File: src/rtl/nacc_pkg.sv
// Shared types and constants for the neuron-accumulate (NACC) execute unit.
//   state_t      : control FSM states
//   LANES/WW/SW  : lane count, weight width, spike-count width
//   AW           : accumulator / membrane width
//   vl_to_lanes  : active lane count N = 4*(vl+1)
package nacc_pkg;

  localparam int unsigned LANES = 16;
  localparam int unsigned WW    = 32;
  localparam int unsigned SW    = 8;
  localparam int unsigned AW    = 32;
  localparam int unsigned VLW   = 2;
  localparam int unsigned RDW   = 5;
  localparam int unsigned IDXW  = 4;
  localparam int unsigned NW    = 5;
  localparam int unsigned WVRW  = LANES * WW;
  localparam int unsigned SVRW  = LANES * SW;

  typedef enum logic [1:0] {
    IDLE = 2'd0,
    RUN  = 2'd1,
    DONE = 2'd2
  } state_t;

  // Active lane count for a VL encoding: 00->4, 01->8, 10->12, 11->16.
  function automatic logic [NW-1:0] vl_to_lanes(input logic [VLW-1:0] vl);
    return NW'({vl, 2'b00}) + NW'(4);
  endfunction

endpackage

File: src/rtl/nacc_exec_unit_if.sv
// ID/EX-side bundle for the NACC execute unit.
//   master : pipeline side (drives operands/controls, observes results)
//   slave  : execute unit side
//   inputs to unit : start, flush, vl, wvr_data, svr_data, nsr_data, rd_in
//   outputs of unit: stall (combinational), busy, done, result, rd_out, sat_flag
interface nacc_exec_unit_if;
  import nacc_pkg::*;

  logic             start;
  logic             flush;
  logic [VLW-1:0]   vl;
  logic [WVRW-1:0]  wvr_data;
  logic [SVRW-1:0]  svr_data;
  logic [AW-1:0]    nsr_data;
  logic [RDW-1:0]   rd_in;

  logic             stall;
  logic             busy;
  logic             done;
  logic [AW-1:0]    result;
  logic [RDW-1:0]   rd_out;
  logic             sat_flag;

  modport master (
    output start, flush, vl, wvr_data, svr_data, nsr_data, rd_in,
    input  stall, busy, done, result, rd_out, sat_flag
  );

  modport slave (
    input  start, flush, vl, wvr_data, svr_data, nsr_data, rd_in,
    output stall, busy, done, result, rd_out, sat_flag
  );

endinterface

File: src/rtl/nacc_mac.sv
// One-lane multiply-add: sum = reduce(acc + sext(w) * zext(s)).
// Build option NACC_SAT_EN: clamp the 41-bit sum to the signed 32-bit range
// and flag any clamp; otherwise wrap to the low 32 bits with o_sat = 0.
//   i_acc : current accumulator (signed)
//   i_w   : lane weight (signed)
//   i_s   : lane spike count (unsigned)
//   o_sum : reduced 32-bit sum
//   o_sat : clamp occurred this step
module nacc_mac
  import nacc_pkg::*;
(
  input  logic [AW-1:0] i_acc,
  input  logic [WW-1:0] i_w,
  input  logic [SW-1:0] i_s,
  output logic [AW-1:0] o_sum,
  output logic          o_sat
);

`ifdef NACC_SAT_EN
  localparam int unsigned XW = WW + SW + 1;

  logic signed [XW-1:0] w_w_ext;
  logic signed [XW-1:0] w_s_ext;
  logic signed [XW-1:0] w_prod;
  logic signed [XW-1:0] w_sum;
  logic                 w_pos_ovf;
  logic                 w_neg_ovf;

  assign w_w_ext = $signed({{(XW-WW){i_w[WW-1]}}, i_w});
  assign w_s_ext = $signed({{(XW-SW){1'b0}}, i_s});
  assign w_prod  = w_w_ext * w_s_ext;
  assign w_sum   = $signed({{(XW-AW){i_acc[AW-1]}}, i_acc}) + w_prod;

  // Out of range when the bits above the 32-bit sign bit disagree with it.
  assign w_pos_ovf = ~w_sum[XW-1] & (w_sum[XW-2:AW-1] != '0);
  assign w_neg_ovf =  w_sum[XW-1] & (w_sum[XW-2:AW-1] != '1);

  always_comb begin
    o_sum = w_sum[AW-1:0];
    o_sat = w_pos_ovf | w_neg_ovf;
    if (w_pos_ovf) begin
      o_sum = {1'b0, {(AW-1){1'b1}}};
    end else if (w_neg_ovf) begin
      o_sum = {1'b1, {(AW-1){1'b0}}};
    end
  end
`else
  logic [AW-1:0] w_prod_lo;

  // Low 32 bits of the product are identical for signed and unsigned multiply.
  assign w_prod_lo = AW'(i_w) * AW'(i_s);
  assign o_sum     = i_acc + w_prod_lo;
  assign o_sat     = 1'b0;
`endif

endmodule

File: src/rtl/nacc_exec_unit.sv
// Multi-cycle NACC execute unit: accumulates one weight*spike lane per cycle
// into the neuron state, stalling the front of the pipe while it runs.
// Build option NACC_SAT_EN selects saturating accumulation (see nacc_mac).
//   clk, reset : clock, asynchronous active-low reset
//   bus        : nacc_exec_unit_if.slave
//     start/flush/vl/wvr_data/svr_data/nsr_data/rd_in from ID/EX
//     stall (combinational), busy, done, result, rd_out, sat_flag (registered)
module nacc_exec_unit
  import nacc_pkg::*;
(
  input  logic             clk,
  input  logic             reset,
  nacc_exec_unit_if.slave  bus
);

  state_t            r_state;
  state_t            w_state_next;

  logic [WVRW-1:0]   r_wvr;
  logic [SVRW-1:0]   r_svr;
  logic [RDW-1:0]    r_rd;
  logic [IDXW-1:0]   r_idx;
  logic [IDXW-1:0]   r_idx_last;
  logic [AW-1:0]     r_acc;
  logic              r_sat;

  logic              r_busy;
  logic              r_done;
  logic [AW-1:0]     r_result;
  logic [RDW-1:0]    r_rd_out;

  logic              w_accept;
  logic              w_last;
  logic [WW-1:0]     w_lane_w;
  logic [SW-1:0]     w_lane_s;
  logic [AW-1:0]     w_mac_sum;
  logic              w_mac_sat;

  assign w_accept = (r_state == IDLE) & bus.start & ~bus.flush;
  assign w_last   = (r_idx == r_idx_last);

  assign w_lane_w = r_wvr[{r_idx, 5'b00000} +: WW];
  assign w_lane_s = r_svr[{r_idx, 3'b000} +: SW];

  nacc_mac u_mac (
    .i_acc (r_acc),
    .i_w   (w_lane_w),
    .i_s   (w_lane_s),
    .o_sum (w_mac_sum),
    .o_sat (w_mac_sat)
  );

  // State register.
  always_ff @(posedge clk or negedge reset) begin
    if (!reset) begin
      r_state <= IDLE;
    end else begin
      r_state <= w_state_next;
    end
  end

  // Next-state logic; start is ignored in DONE since the same instruction is still in ID/EX.
  always_comb begin
    w_state_next = r_state;
    unique case (r_state)
      IDLE: begin
        if (w_accept) begin
          w_state_next = RUN;
        end
      end
      RUN: begin
        if (bus.flush) begin
          w_state_next = IDLE;
        end else if (w_last) begin
          w_state_next = DONE;
        end
      end
      DONE: begin
        w_state_next = IDLE;
      end
      default: begin
        w_state_next = IDLE;
      end
    endcase
  end

  // Operand latches, lane walk and output registers.
  always_ff @(posedge clk or negedge reset) begin
    if (!reset) begin
      r_wvr      <= '0;
      r_svr      <= '0;
      r_rd       <= '0;
      r_idx      <= '0;
      r_idx_last <= '0;
      r_acc      <= '0;
      r_sat      <= 1'b0;
      r_busy     <= 1'b0;
      r_done     <= 1'b0;
      r_result   <= '0;
      r_rd_out   <= '0;
    end else begin
      if (w_accept) begin
        r_wvr      <= bus.wvr_data;
        r_svr      <= bus.svr_data;
        r_rd       <= bus.rd_in;
        r_idx      <= '0;
        r_idx_last <= IDXW'(vl_to_lanes(bus.vl) - NW'(1));
        r_acc      <= bus.nsr_data;
        r_sat      <= 1'b0;
      end else if ((r_state == RUN) && !bus.flush) begin
        r_acc <= w_mac_sum;
        r_sat <= r_sat | w_mac_sat;
        r_idx <= r_idx + IDXW'(1);
        // Result and tag publish together with the done strobe.
        if (w_last) begin
          r_result <= w_mac_sum;
          r_rd_out <= r_rd;
        end
      end
      r_busy <= (w_state_next == RUN);
      r_done <= (w_state_next == DONE);
    end
  end

  // Hold request is live in the accepting cycle, so it cannot wait for a register.
  assign bus.stall    = reset & (w_accept | (r_state == RUN));
  assign bus.busy     = r_busy;
  assign bus.done     = r_done;
  assign bus.result   = r_result;
  assign bus.rd_out   = r_rd_out;
  assign bus.sat_flag = r_sat;

endmodule

File: src/flat_wrapper.sv
// flat-port wrapper written by rule: the top's interface ports become plain ports
module nacc_exec_unit_flat import nacc_pkg::*;
  (clk, reset, bus_start, bus_flush, bus_vl, bus_wvr_data, bus_svr_data, bus_nsr_data, bus_rd_in, bus_stall, bus_busy, bus_done, bus_result, bus_rd_out, bus_sat_flag);
  nacc_exec_unit_if bus_i ();
  input  logic clk;
  input  logic reset;
  input wire logic [$bits(bus_i.start)-1:0] bus_start;
  input wire logic [$bits(bus_i.flush)-1:0] bus_flush;
  input wire logic [$bits(bus_i.vl)-1:0] bus_vl;
  input wire logic [$bits(bus_i.wvr_data)-1:0] bus_wvr_data;
  input wire logic [$bits(bus_i.svr_data)-1:0] bus_svr_data;
  input wire logic [$bits(bus_i.nsr_data)-1:0] bus_nsr_data;
  input wire logic [$bits(bus_i.rd_in)-1:0] bus_rd_in;
  output wire logic [$bits(bus_i.stall)-1:0] bus_stall;
  output wire logic [$bits(bus_i.busy)-1:0] bus_busy;
  output wire logic [$bits(bus_i.done)-1:0] bus_done;
  output wire logic [$bits(bus_i.result)-1:0] bus_result;
  output wire logic [$bits(bus_i.rd_out)-1:0] bus_rd_out;
  output wire logic [$bits(bus_i.sat_flag)-1:0] bus_sat_flag;
  assign bus_i.start = bus_start;
  assign bus_i.flush = bus_flush;
  assign bus_i.vl = bus_vl;
  assign bus_i.wvr_data = bus_wvr_data;
  assign bus_i.svr_data = bus_svr_data;
  assign bus_i.nsr_data = bus_nsr_data;
  assign bus_i.rd_in = bus_rd_in;
  assign bus_stall = bus_i.stall;
  assign bus_busy = bus_i.busy;
  assign bus_done = bus_i.done;
  assign bus_result = bus_i.result;
  assign bus_rd_out = bus_i.rd_out;
  assign bus_sat_flag = bus_i.sat_flag;
  nacc_exec_unit u_core (.clk(clk), .reset(reset), .bus(bus_i));
endmodule
File: config.mk
export PLATFORM = sky130hd
export DESIGN_NAME = nacc_exec_unit_flat
export DESIGN_NICKNAME = d
export VERILOG_FILES = /design/src/rtl/nacc_pkg.sv /design/src/rtl/nacc_exec_unit_if.sv /design/src/rtl/nacc_mac.sv /design/src/rtl/nacc_exec_unit.sv /design/src/flat_wrapper.sv
export SDC_FILE = /design/constraint.sdc
export NUM_CORES = 2
export LEC_CHECK = 0
export BUFFER_PORTS_ARGS = -buffer_cell sky130_fd_sc_hd__clkbuf_2
export CELL_PAD_IN_SITES_DETAIL_PLACEMENT = 1
export CELL_PAD_IN_SITES_GLOBAL_PLACEMENT = 1
export CORE_MARGIN = 5
export CORE_UTILIZATION = 43
export DETAILED_ROUTE_END_ITERATION = 10
export MAX_ROUTING_LAYER = met4
export PLACE_DENSITY = 0.91
export SYNTH_ARGS = -nofsm -noshare
export SYNTH_HDL_FRONTEND = slang
export SYNTH_SLANG_ARGS = --single-unit
File: constraint.sdc
create_clock -name clk -period 9 [get_ports clk]
set_input_delay 0.45 -clock clk [delete_from_list [all_inputs] [get_ports clk]]
set_output_delay 0.45 -clock clk [all_outputs]
set_load 0.005 [all_outputs]
# Yosys cells after proc, flatten, opt, wreduce, memory -nomap -nowiden
# Cells that the tools add are included.
[classes]
n_reduce_logical = 5
add_sub_neg = 4
shifts = 2
n_mux = 8
n_eq_ne = 4
bitwise_logic = 6
mul = 1
[ops]
columns = ["cell", "count"]
rows = [
  ["512-bit by 10-bit variable part select with 32-bit output", 1],
  ["128-bit by 8-bit variable part select with 8-bit output", 1],
  ["32-bit 2-to-1 mux", 2],
  ["32-bit adder", 1],
  ["32-bit by 8-bit multiplier with 32-bit output", 1],
  ["4-bit 2-to-1 mux", 2],
  ["2-bit 2-to-1 mux", 3],
  ["4-bit by 1-bit adder with 4-bit output, second input constant", 1],
  ["4-bit by 3-bit adder with 4-bit output, second input constant", 1],
  ["2-bit by 1-bit equality test with 1-bit output, second input constant", 2],
  ["4-bit equality test", 1],
  ["2-bit one-hot mux with 2 select lines", 1],
  ["4-bit by 1-bit subtractor with 4-bit output, second input constant", 1],
  ["1-bit AND", 3],
  ["3-bit AND reduction", 1],
  ["2-bit equality test, second input constant", 1],
  ["2-bit zero test", 1],
  ["1-bit inverter", 2],
  ["2-bit nonzero test", 1],
  ["1-bit logical AND", 1],
  ["1-bit zero test", 1],
  ["1-bit bitwise OR", 1],
]
[word_totals]
ff_bits = 726
out_inout_bits = 41
word_cells = 41
input_bits = 683

# Longest topological paths before layout
[logic_depth]
depth_word = 6
ltp_mapped = 32
mapped_depth_nobuf = 26

# Hierarchy
# A second synthesis with hierarchy kept.
[unflattened]
cells_unflattened = 2979
hier_area_um2 = 39466.6
[by_module_without_submodules]
columns = ["mod", "cells_per_inst", "instances", "seq_area_each_um2", "area_per_inst_um2"]
rows = [
  ["nacc_exec_unit", 2097, 1, 18167.4, 31928.1],
  ["nacc_mac", 882, 1, 0.0, 7538.5],
]

# Worst setup path after synthesis
# Ideal clock, no wire load.
[synth_timing]
path_kind = "flip-flop to flip-flop"
from = "reg u_core.r_idx[0]"
to = "reg u_core.r_result[21] (netlist: u_core.bus.result[21])"
synth_period_minus_slack_ps = 6995
slack_ps = 2005
stages_incl_launch_ff = 30
required_time_ps = 8875
setup_ps = 125
arrival_ps = 6871
n_path_buf = 6
path_cell_list = "dfrtp_1 buf_4 buf_6 buf_6 buf_4 buf_2 buf_2 mux4_2 mux2i_1 nand2_1 o21ai_1 nor2_1 fa_1 inv_1 fa_1 inv_1 fa_1 inv_1 fa_1 inv_1 ha_1 o21a_1 o31a_1 o31a_1 a41o_1 a31oi_1 o21bai_1 a21oi_1 xnor2_1 mux2_2"
[synth_between]
elab_chain_cells = 3
word_cells_on_any_way = 6
cone_classes = "add/sub (1); mul (1); eq/ne (1); shift (2); reduce/logical (1)"
[synth_lines]
columns = ["item", "line", "text"]
rows = [
  ["start, declared", "nacc_exec_unit.sv:22", "logic [IDXW-1:0] r_idx;"],
  ["start signal, assigned", "nacc_exec_unit.sv:113", "r_idx <= r_idx + IDXW'(1);"],
  ["512-bit by 10-bit variable part select with 32-bit output / 128-bit by 8-bit variable part select with 8-bit output (equally long branches)", "nacc_exec_unit.sv:42, nacc_exec_unit.sv:43", ""],
  ["32-bit by 8-bit multiplier with 32-bit output", "nacc_mac.sv:51", "assign w_prod_lo = AW'(i_w) * AW'(i_s);"],
  ["32-bit adder", "nacc_mac.sv:52", "assign o_sum = i_acc + w_prod_lo;"],
  ["end signal, assigned", "nacc_exec_unit.sv:116", "r_result <= w_mac_sum;"],
  ["end, declared", "nacc_exec_unit.sv:29", "logic [AW-1:0] r_result;"],
]
# Several ways; a longest one is shown, not always the timed one.
# A chain may end at the register's enable or synchronous reset.

# Worst setup path in the final report
[layout_timing]
from = "reg u_core.r_idx[1]"
to = "reg u_core.r_acc[30]"
[layout_between]
elab_chain_cells = 5
word_cells_on_any_way = 6
cone_classes = "add/sub (1); mul (1); shift (2); mux (2)"
[layout_lines]
columns = ["item", "line", "text"]
rows = [
  ["512-bit by 10-bit variable part select with 32-bit output / 128-bit by 8-bit variable part select with 8-bit output (equally long branches)", "nacc_exec_unit.sv:42, nacc_exec_unit.sv:43", ""],
  ["32-bit by 8-bit multiplier with 32-bit output (*)", "nacc_mac.sv:51", ""],
  ["32-bit adder (*)", "nacc_mac.sv:52", ""],
  ["32-bit 2-to-1 mux (*)", "nacc_exec_unit.sv:110", "end else if ((r_state == RUN) && !bus.flush) begin"],
  ["32-bit 2-to-1 mux (*)", "nacc_exec_unit.sv:102", "if (w_accept) begin"],
  ["end signal, assigned", "nacc_exec_unit.sv:108", "r_acc <= bus.nsr_data;"],
  ["end signal, assigned", "nacc_exec_unit.sv:111", "r_acc <= w_mac_sum;"],
  ["end, declared", "nacc_exec_unit.sv:24", "logic [AW-1:0] r_acc;"],
]
# Every way passes the cells marked *; elsewhere a longest branch is shown, timed or not. The select of a mux whose other input is x is not followed.

==> results.yml <==
run_status:
  outcome: "completed"
min_path:
  worst_hold_path_type: "in -> reg"
  min_from: "bus_wvr_data[58]"
die:
  initial_core_util: 0.433
  die_width_um: 313
  die_y_um: 313
  rows: 111
  io_pins: 724
  core_area_um2: 91500
  die_area_um2: 98300
yosys:
  syn_inst: 4287
  synth_fp_nets: 5198
  synthFlopType: "dfrtp_1"
  synth_area_per_cell_um2: 9.24
  synth_edf_count: 0
  syn_area_um2: 39600
  synth_seq_cells: 725
  synthArstFlopShare: 1.00
  yosysTopAreaCellShare: 0.458
  yosysTopAreaCell: "dfrtp_1"
  yosysUniqueCellTypes: 63
  yosysWarnings: 0
  synth_area_leaders: "dfrtp_1 (46%), nand2_1 (20%), mux4_2 (9.4%)"
  ys_seq_area_frac: 0.458
clocking:
  cts.path.max_buffers: 3
  clock-root-buffer: "clkbuf_16"
  clock_sinks: 725
  post_cts_resize_count: 0
  cts_tree: "yes"
  htree_levels: 3
  cts_made_buffers: 81
  clk_latency_ns: 0.70
  path_clk_slew_ns: 0.07
sta:
  setup_violations: 0
  finClkSkew_ns: 0.0625
  grt_setup_unrepaired: "false"
  finalMaxSlewViolations: 0
  tns_ns: 0
  period_minus_slack_ns: 8.04
  clock.fmax_mhz: 124
  slew_headroom: 0.0620
  worstMarginPinSlew_ns: 1.41
  hold_viol: 0
  fin_crit_sh: 0.893
setup_path:
  startpoint: "u_core.r_idx[1]"
  path_buf_inv: 3
  worstSetupStartpointType: "register"
  critPathMaxFanout: 41
  critPathMostFrequentCell: "fa_1"
  critPathTopFamily: "adder cells"
  slowest_delay_ns: 1.03
  path_cells: "buf_4 -> mux4_2 -> mux2i_1 -> nand2_1 -> o21ai_1 -> nor2_1 -> fa_1 -> fa_1 -> inv_1 -> fa_1 -> fa_1 -> inv_1 -> ha_1 -> a21o_1 -> a21oi_1 -> a21oi_1 -> nor3_1 -> o221ai_1 -> a31oi_1 -> o21ai_1 -> a31oi_1 -> xor2_1 -> o21ai_1"
  r2r-start: "u_core.r_idx[1]"
  end_kind: "register"
  crit_path_top_delay_cell: "dfrtp_4"
  worstSetupPathType: "reg -> reg"
  cp.arrival_ns: 8.55
  required_ns: 9.51
route:
  first_pass_iters: 6
  vias: 40000
  drc_errors: 0
  ant_nets: 0
  routedWlPerCell_um: 31.4
  drt_iter0_drc: 5077
  route.detailed.vias_per_inst: 6.12
  wirelength_mm: 205
placement:
  port_buffers: 722
  dp_hpwl_mm: 114
  gp_congestion: 0.906
cells_and_area:
  area_delta_synth_final_pct: 27.0
  layout_common_cells: "nand2_1 (2,103), clkbuf_2 (721), dfrtp_1 (721), dlygate4sd3_1 (324), inv_1 (262)"
  layout.nets: 6128
  drive_gt1_frac: 0.212
  final_common_cell: "nand2_1"
  n_fill_cell: 10400
global_route:
  use_met1: 0.449
  grt_util_met3: 0.111
  grt_pass1_vias: 43400
  grt_max_degree: 230
  grt_use_total: 0.405
  grt_overflow: 0
  use_met2: 0.629
  grt_pass1_wl_mm: 288
  busiest_layer: "met2"
  grt_antenna_before_repair: 54
flow_run:
  drv_cap: 0
[flip-flops by register name, indices dropped and copies added (netlist names)]
register	count
u_core.bus.done	1
u_core.bus.result	32
u_core.r_wvr	512
u_core.r_idx_last	3
u_core.bus.busy	1
u_core.r_idx	4
u_core.r_acc	32
u_core.r_svr	128
u_core.r_state	2
u_core.r_rd	5
u_core.bus.rd_out	5
[cell families after synthesis]
family                     after synthesis  synth area share
DFF                                    725             0.458
muxes                                  238             0.115
and+or+nand+nor                       2355             0.229
other                                    1         0.0000947
adders and majority gates              228             0.107
AOI/OAI and AO/OA                      182            0.0291
xor gates and xnor gates                43            0.0102
buffers and inverters                  515            0.0516
[path summary, 6_finish.rpt]
path	to	slack [ns]	depth (start not counted)
min in group asynchronous	u_core.r_wvr[78]	0.42	2
hold reg to reg	u_core.r_wvr[288]	0.47	2
hold / removal	u_core.r_wvr[58]	0.002	3
max in group asynchronous	u_core.r_wvr[496]	6.00	4
setup / recovery	u_core.r_acc[30]	0.96	23
setup reg to reg	u_core.r_acc[30]	0.96	23
[cell type report]
| type | count | area [µm²] | area share |
|---|---|---|---|
| multi-input cells | 3047 | 19500 | 0.387 |
| flip-flops and latches | 725 | 18200 | 0.361 |
| repair buffers | 1086 | 7320 | 0.145 |
| clock buffers | 108 | 2280 | 0.0453 |
| well taps | 1186 | 1480 | 0.0295 |
| inverters | 276 | 1040 | 0.0206 |
| clock inverters | 39 | 389 | 0.00774 |
| diodes | 68 | 170 | 0.00338 |
[what timing repair did]
action	4_1_cts	5_1_grt
hold buffers	322	2
buffers inserted	0	0
endpoints found under the hold margin	411	2
[tightest hold or removal path, stage by stage]
cell	delay, ns
clkbuf_2	0.08
nand2_1	0.04
nand2_1	0.05
[through the flow]
step            util  worst slack [ns]  cell area [µm²]  cells  hold slack [ns]
6_report       0.550             0.960            50300   6535          0.00171
4_1_cts        0.547              1.24            50100   6465         0.000176
3_3_place_gp   0.483              1.43            44200   5996            0.448
2_1_floorplan      -              2.00            39600   4287            0.154
3_5_place_dp   0.483              1.25            44200   5996            0.455
5_1_grt        0.549             0.757            50300   6529           0.0111
[routing by layer]
layer  share of wire  routed length [µm]  vias to the layer above
li1                -                   -                    15300
met1            0.33               67200                    19600
met2            0.45               92200                     3617
met3            0.11               23200                     1465
met4            0.11               22500                        0
met5               0                   0                        -
[synthesized netlist by cell type, drive strengths merged (2+ instances only)]
cell    instances
nor2          167
mux2           44
or2             8
clkbuf        193
nand2b         42
o21ai          61
nor3            3
a221oi          6
o31a            2
and2            2
ha             42
fa            186
o21bai          4
and3            2
nand2        2103
nor2b          13
or3             3
a211oi          2
nand4           5
dfrtp         725
a31oi          17
inv           276
mux2i          26
a21oi          45
buf            46
a21o           12
xor2           13
a22o            5
a22oi          11
mux4          168
nand3           3
a21boi          2
o21a            8
xnor2          29
Power is not shown: default switching activity piles up to over one toggle a cycle in this logic, so the estimate is an artifact.
